**src/rtl/run_controller.sv**
```systemverilog
// Run controller: sequences the core reset, counts run cycles, and latches the halt/timeout verdict.
// Optional AUTO_START_EN: leave IDLE on the first edge after reset release without a start pulse.
module run_controller #(
    parameter int unsigned      RST_HOLD   = 3,
    parameter int unsigned      MAX_CYCLES = 1000,
    parameter int unsigned      CNT_W      = 16,
    parameter int unsigned      SIG_W      = 32,
    parameter logic [SIG_W-1:0] PASS_CODE  = SIG_W'(1)
) (
    input  logic             clk,
    input  logic             rst,
    input  logic             start,
    input  logic             halt,
    input  logic [SIG_W-1:0] halt_code,
    output logic             core_rst,
    output logic             running,
    output logic             done,
    output logic             pass,
    output logic             timeout,
    output logic [CNT_W-1:0] cycle_count,
    output logic [SIG_W-1:0] result
);

    localparam int unsigned      HOLD_W    = $clog2(RST_HOLD + 1);
    localparam logic [HOLD_W-1:0] HOLD_LAST = HOLD_W'(RST_HOLD);
    localparam logic [CNT_W-1:0]  CNT_LAST  = CNT_W'(MAX_CYCLES - 1);

    typedef enum logic [1:0] {StIdle, StReset, StRun, StDone} state_e;

    state_e            state_q;
    logic [HOLD_W-1:0] hold_q;
    logic              go_reset;

    // Start is only honoured where the FSM actually looks at it.
`ifdef AUTO_START_EN
    assign go_reset = (state_q == StIdle) || (state_q == StDone && start);
`else
    assign go_reset = (state_q == StIdle || state_q == StDone) && start;
`endif

    always_ff @(posedge clk or negedge rst) begin
        if (!rst) begin
            state_q     <= StIdle;
            hold_q      <= '0;
            core_rst    <= 1'b0;
            running     <= 1'b0;
            done        <= 1'b0;
            pass        <= 1'b0;
            timeout     <= 1'b0;
            cycle_count <= '0;
            result      <= '0;
        end else begin
            unique case (state_q)
                StIdle, StDone: begin
                    if (go_reset) begin
                        state_q     <= StReset;
                        hold_q      <= '0;
                        core_rst    <= 1'b0;
                        running     <= 1'b0;
                        done        <= 1'b0;
                        pass        <= 1'b0;
                        timeout     <= 1'b0;
                        cycle_count <= '0;
                        result      <= '0;
                    end
                end
                StReset: begin
                    if (hold_q == HOLD_LAST) begin
                        state_q  <= StRun;
                        core_rst <= 1'b1;
                        running  <= 1'b1;
                    end else begin
                        hold_q <= hold_q + HOLD_W'(1);
                    end
                end
                StRun: begin
                    cycle_count <= cycle_count + CNT_W'(1);
                    // Halt takes priority over a budget that expires on the same edge.
                    if (halt) begin
                        state_q  <= StDone;
                        core_rst <= 1'b0;
                        running  <= 1'b0;
                        done     <= 1'b1;
                        result   <= halt_code;
                        pass     <= (halt_code == PASS_CODE);
                    end else if (cycle_count == CNT_LAST) begin
                        state_q  <= StDone;
                        core_rst <= 1'b0;
                        running  <= 1'b0;
                        done     <= 1'b1;
                        timeout  <= 1'b1;
                    end
                end
                default: state_q <= StIdle;
            endcase
        end
    end

endmodule

```
**config.mk**
```make
export PLATFORM = sky130hd
export DESIGN_NAME = run_controller
export DESIGN_NICKNAME = d
export VERILOG_FILES = /design/src/rtl/run_controller.sv
export SDC_FILE = /design/constraint.sdc
export NUM_CORES = 1
export LEC_CHECK = 0
export ABC_AREA = 1
export CAP_MARGIN = 30
export CORE_ASPECT_RATIO = 1.1
export CORE_MARGIN = 8
export CORE_UTILIZATION = 50
export CTS_CLUSTER_SIZE = 30
export DETAILED_ROUTE_END_ITERATION = 6
export GPL_TIMING_DRIVEN = 0
export PLACE_DENSITY = 0.85
export SYNTH_ARGS = -nofsm -noshare
export SYNTH_HDL_FRONTEND = slang
export SYNTH_SLANG_ARGS = --single-unit
```
**constraint.sdc**
```tcl
create_clock -name clk -period 2.5 [get_ports clk]
set_input_delay 0.5 -clock clk [delete_from_list [all_inputs] [get_ports clk]]
set_output_delay 0.5 -clock clk [all_outputs]
set_load 0.05 [all_outputs]
```
Word-level counts from Yosys, hierarchy flattened
Cells that the tools add are included.
{"block": "totals", "reg_bits": 56, "output_inout_bits": 53}
{"block": "classes", "add_sub_neg": 2, "n_eq_ne": 13, "mux": 25, "n_reduce_logical": 12}
{"operator": "two-way mux 32 bit", "count": 2}
{"operator": "one-hot mux 32 bit (2 select lines)", "count": 1}
{"operator": "== test 32 x 1 -> 1 bit (second input constant)", "count": 1}
{"operator": "one-hot mux 16 bit (2 select lines)", "count": 1}
{"operator": "adder 16 x 1 -> 16 bit (second input constant)", "count": 1}
{"operator": "== test 16 x 10 -> 1 bit (second input constant)", "count": 1}
{"operator": "two-way mux 16 bit", "count": 1}
{"operator": "two-way mux 2 bit", "count": 6}
{"operator": "!= test 2 bit (second input constant)", "count": 6}
{"operator": "AND reduction 3 bit", "count": 4}
{"operator": "two-way mux 1 bit", "count": 8}
{"operator": "== test 2 bit (second input constant)", "count": 3}
{"operator": "one-hot mux 1 bit (2 select lines)", "count": 3}
{"operator": "one-hot mux 2 bit (3 select lines)", "count": 1}
{"operator": "one-hot mux 2 bit (2 select lines)", "count": 1}
{"operator": "AND reduction 4 bit", "count": 1}
{"operator": "nonzero test 2 bit", "count": 2}
{"operator": "!= test 3 bit (second input constant)", "count": 1}
{"operator": "one-hot mux 1 bit (3 select lines)", "count": 1}
{"operator": "adder 2 x 1 -> 2 bit (second input constant)", "count": 1}
{"operator": "== test 2 x 1 -> 1 bit (second input constant)", "count": 1}
{"operator": "zero test 2 bit", "count": 1}
{"operator": "AND reduction 2 bit", "count": 1}
{"operator": "OR reduction 2 bit", "count": 1}
{"operator": "other kinds (2)", "count": 2}

Longest topological paths before layout
{"block": "logic_depth", "word_depth": 5, "depth_mapped": 10, "ltp_nobuf": 10}

Least setup slack after synthesis
No wires, ideal clock.
{"block": "synth_path", "kind": "register to register", "startpoint": "reg cycle_count[1]", "endpoint": "reg running", "setup_ps": 119, "t_arrival_ps": 1591, "required_ps": 2381, "setup_slack_ps": 790, "path_stages_with_launch": 11, "path_cell_list": "dfrtp_1 ha_1 nand2_1 inv_1 nand2_1 nor2_1 nand2_1 nand2_1 nand2_1 nand2_1 nand2_1"}
{"block": "synth_via", "elab_chain_len": 3}
{"item": "from (decl)", "line": "20", "source": "output logic [CNT_W-1:0] cycle_count,"}
{"item": "from (signal assigned)", "line": "77", "source": "cycle_count <= cycle_count + CNT_W'(1);"}
{"item": "== test 16 x 10 -> 1 bit", "line": "86", "source": "end else if (cycle_count == CNT_LAST) begin"}
{"item": "!= test 3 bit (no source line)"}
{"item": "AND reduction 3 bit (no source line)"}
{"item": "to (signal assigned)", "line": "71", "source": "running <= 1'b1;"}
{"item": "to (signal assigned)", "line": "82", "source": "running <= 1'b0;"}
{"item": "to (signal assigned)", "line": "89", "source": "running <= 1'b0;"}
{"item": "to (decl)", "line": "16", "source": "output logic running,"}
No other way between the ends.
A chain may end at the register's enable or synchronous reset.

Worst setup path after layout
{"block": "layout_path", "startpoint": "reg cycle_count[3]", "endpoint": "out cycle_count[3]"}
No word-level cell between the ends.

==> metrics.yaml <==
grt_pass1_vias: 2601
fin_worst_skew_ns: 0.00467
place_hpwl_mm: 5.87
layout_common_cells: "115 x nand2_1, 87 x clkdlybuf4s50_1, 56 x dfrtp_1"
synth_top_family_by_area: "simple AND/OR/NAND/NOR gates"
drt_first_pass_iters: 4
cts_setup_buffers: 0
fin_ws_ns: 0.388
top_layer_used: "met4"
yosys-top-cells-area: "dfrtp_1 50%, nand2_1 15%, nor2_1 6.6%"
holdBufCountCts: 0
synth-compound-area-share_pct: 11.5
row_count: 28
die_w_um: 87.3
met3_length_um: 495
synth-warning-count: 0
numClockSinks: 56
antenna_found_initial: 0
clockBufferDepth: 2
rsz0062_at_grt: "false"
synth_xor_area_share_pct: 0
nets: 498
gp_congestion: 0.860
dp_slack_ns: 0.617
ys_seq_area_share_pct: 50.1
grt_pass1_wl_mm: 12.2
design.core.area_mm2: 0.00540
hold_viol: 0
syn_to_final_growth_pct: 38.6
fin_crit_sh_pct: 84.5
wl_mm: 7.46
peakVddDrop_mv: 0.783
cp_slowest_stage_delay_ns: 0.85
synth.area.mux_share_pct: 0
hp-class: "in -> async"
worst_slew_pin_slew_ns: 0.562
antenna_left: 0
die_area_mm2: 0.00824
power_density_mw_per_mm2: 1120
wl_met1_mm: 3.39
status: "finished, final reports clean"
worstPathRequired_ns: 2.00
cp.arrival_ns: 1.61
root_buffer: "clkbuf_8"
postSynthCellCount: 361
end_kind: "output pin"
setup_viol: 0
drt_iter0_drc: 104
start_util_pct: 51.8
synthAdderAreaFrac_pct: 2.24
path_buf_inv: 1
synthSimpleGateAreaFrac_pct: 27.0
avgSynthCellArea_um2: 7.75
path_clk_slew_ns: 0.09
io_buffer_count: 88
synth_cell_types: 23
fmaxAchievable_ghz: 0.473
start_kind: "register"
wire_per_inst_um: 14.0
die_y_um: 94.4
grt-ovfl-total: 0
leakage_nw: 1.79
clock_latency_ns: 0.31
ys_ff_latch: 56
cpLargestDelayFamily: "buffers and inverters"
cts_tree: "yes"
crit_chain: "clkdlybuf4s50_1"
wl_met2_mm: 3.52
period_minus_slack_ns: 2.11
dpl-instance-area_mm2: 0.00379
netlist_area_mm2: 0.00280
timing.hold.ws_ns: 0.174
ctsResizeCount: 0
via_per_inst: 4.96
antenna_cells: 0
crit_fanout: 6
drive_above_1_share_pct: 5.24
crit_slowest_cell: "clkdlybuf4s50_1"
slew_headroom_pct: 62.5
fill_cells: 463
ioPinCount: 89
syn-num-nets: 402
final_common_cell: "nand2_1"
cts_made_buffers: 5
grt_use_total_pct: 18.6
crit_type: "reg -> out"
synth_top_area_cell: "dfrtp_1"
synth_top_area_share_pct: 50.1
vias: 2646
slew_violations: 0
grt_max_degree: 34
h-tree-depth: 2
drcViolationCount: 0
maxCapViolations: 0
design_area_mm2: 0.00388
-- flip-flops by register name (all words and copies together) (netlist names) --
register	count
hold_q	2
result	32
cycle_count	16
state_q	2
timeout	1
done	1
running	1
pass	1
-- synthesized netlist by cell type (all sizes together) --
cell type and n:
nand2 116, dfrtp 56, nor2 49, inv 43, o21ai 24, nand3 18
o31ai 17, buf 13, a21oi 9, ha 5, nor3 5, nand4 3
clkbuf 1, o21a 1, o21bai 1
-- power by group --
part	switching [W]	internal, W	leakage, nW
Combinational	0.00170	0.000836	0.987
Sequential	0.000145	0.00114	0.760
Clock	0.000288	0.000227	0.0455
Total	0.00214	0.00220	1.79
-- layout make-up --
type | instances | area [um^2] | share of cell area, %
flip-flops and latches | 56 | 1400 | 36.2
well taps | 75 | 93.8 | 2.42
inverters | 43 | 161 | 4.16
repair buffers | 89 | 896 | 23.1
clock buffers | 8 | 90.1 | 2.32
multi-input cells | 248 | 1140 | 29.4
plain buffers | 14 | 93.8 | 2.42
-- kinds of logic (layout without fill, tap and decap cells) --
kind of cell,after synthesis,in the layout
fa+ha+maj,5,5
flops,56,56
compound gates,52,52
simple gates,191,191
buf+inv,57,154
-- stage by stage --
step | util, % | TNS (ns) | power, W | std cells
2_1_floorplan | - | 0 | 0.00304 | 361
4_1_cts | 71.8 | 0 | 0.00437 | 533
3_3_place_gp | 69.9 | -43.71 | 0.00378 | 524
5_1_grt | 71.8 | 0 | 0.00464 | 533
3_5_place_dp | 70.2 | 0 | 0.00385 | 525
6_report | 71.8 | 0 | 0.00434 | 533
-- final timing paths --
path / startpoint / to / slack [ns] / cells past startpoint
hold reg to reg: result[26] / result[26] / 0.49 / 2
setup / recovery: cycle_count[3] / cycle_count[3] / 0.39 / 1
hold / removal: rst / result[3] / 0.17 / 1
setup reg to reg: state_q[0] / result[21] / 0.72 / 8
min in group clk: result[26] / result[26] / 0.49 / 2
max in group asynchronous: rst / result[9] / 1.77 / 2
-- per-layer routing --
layer	up-vias	track usage, %
met2	72	32.0
li1	1331	-
met3	5	4.78
met1	1238	22.9
met5	-	0
met4	0	3.87
(Power assumes the default switching activity.)
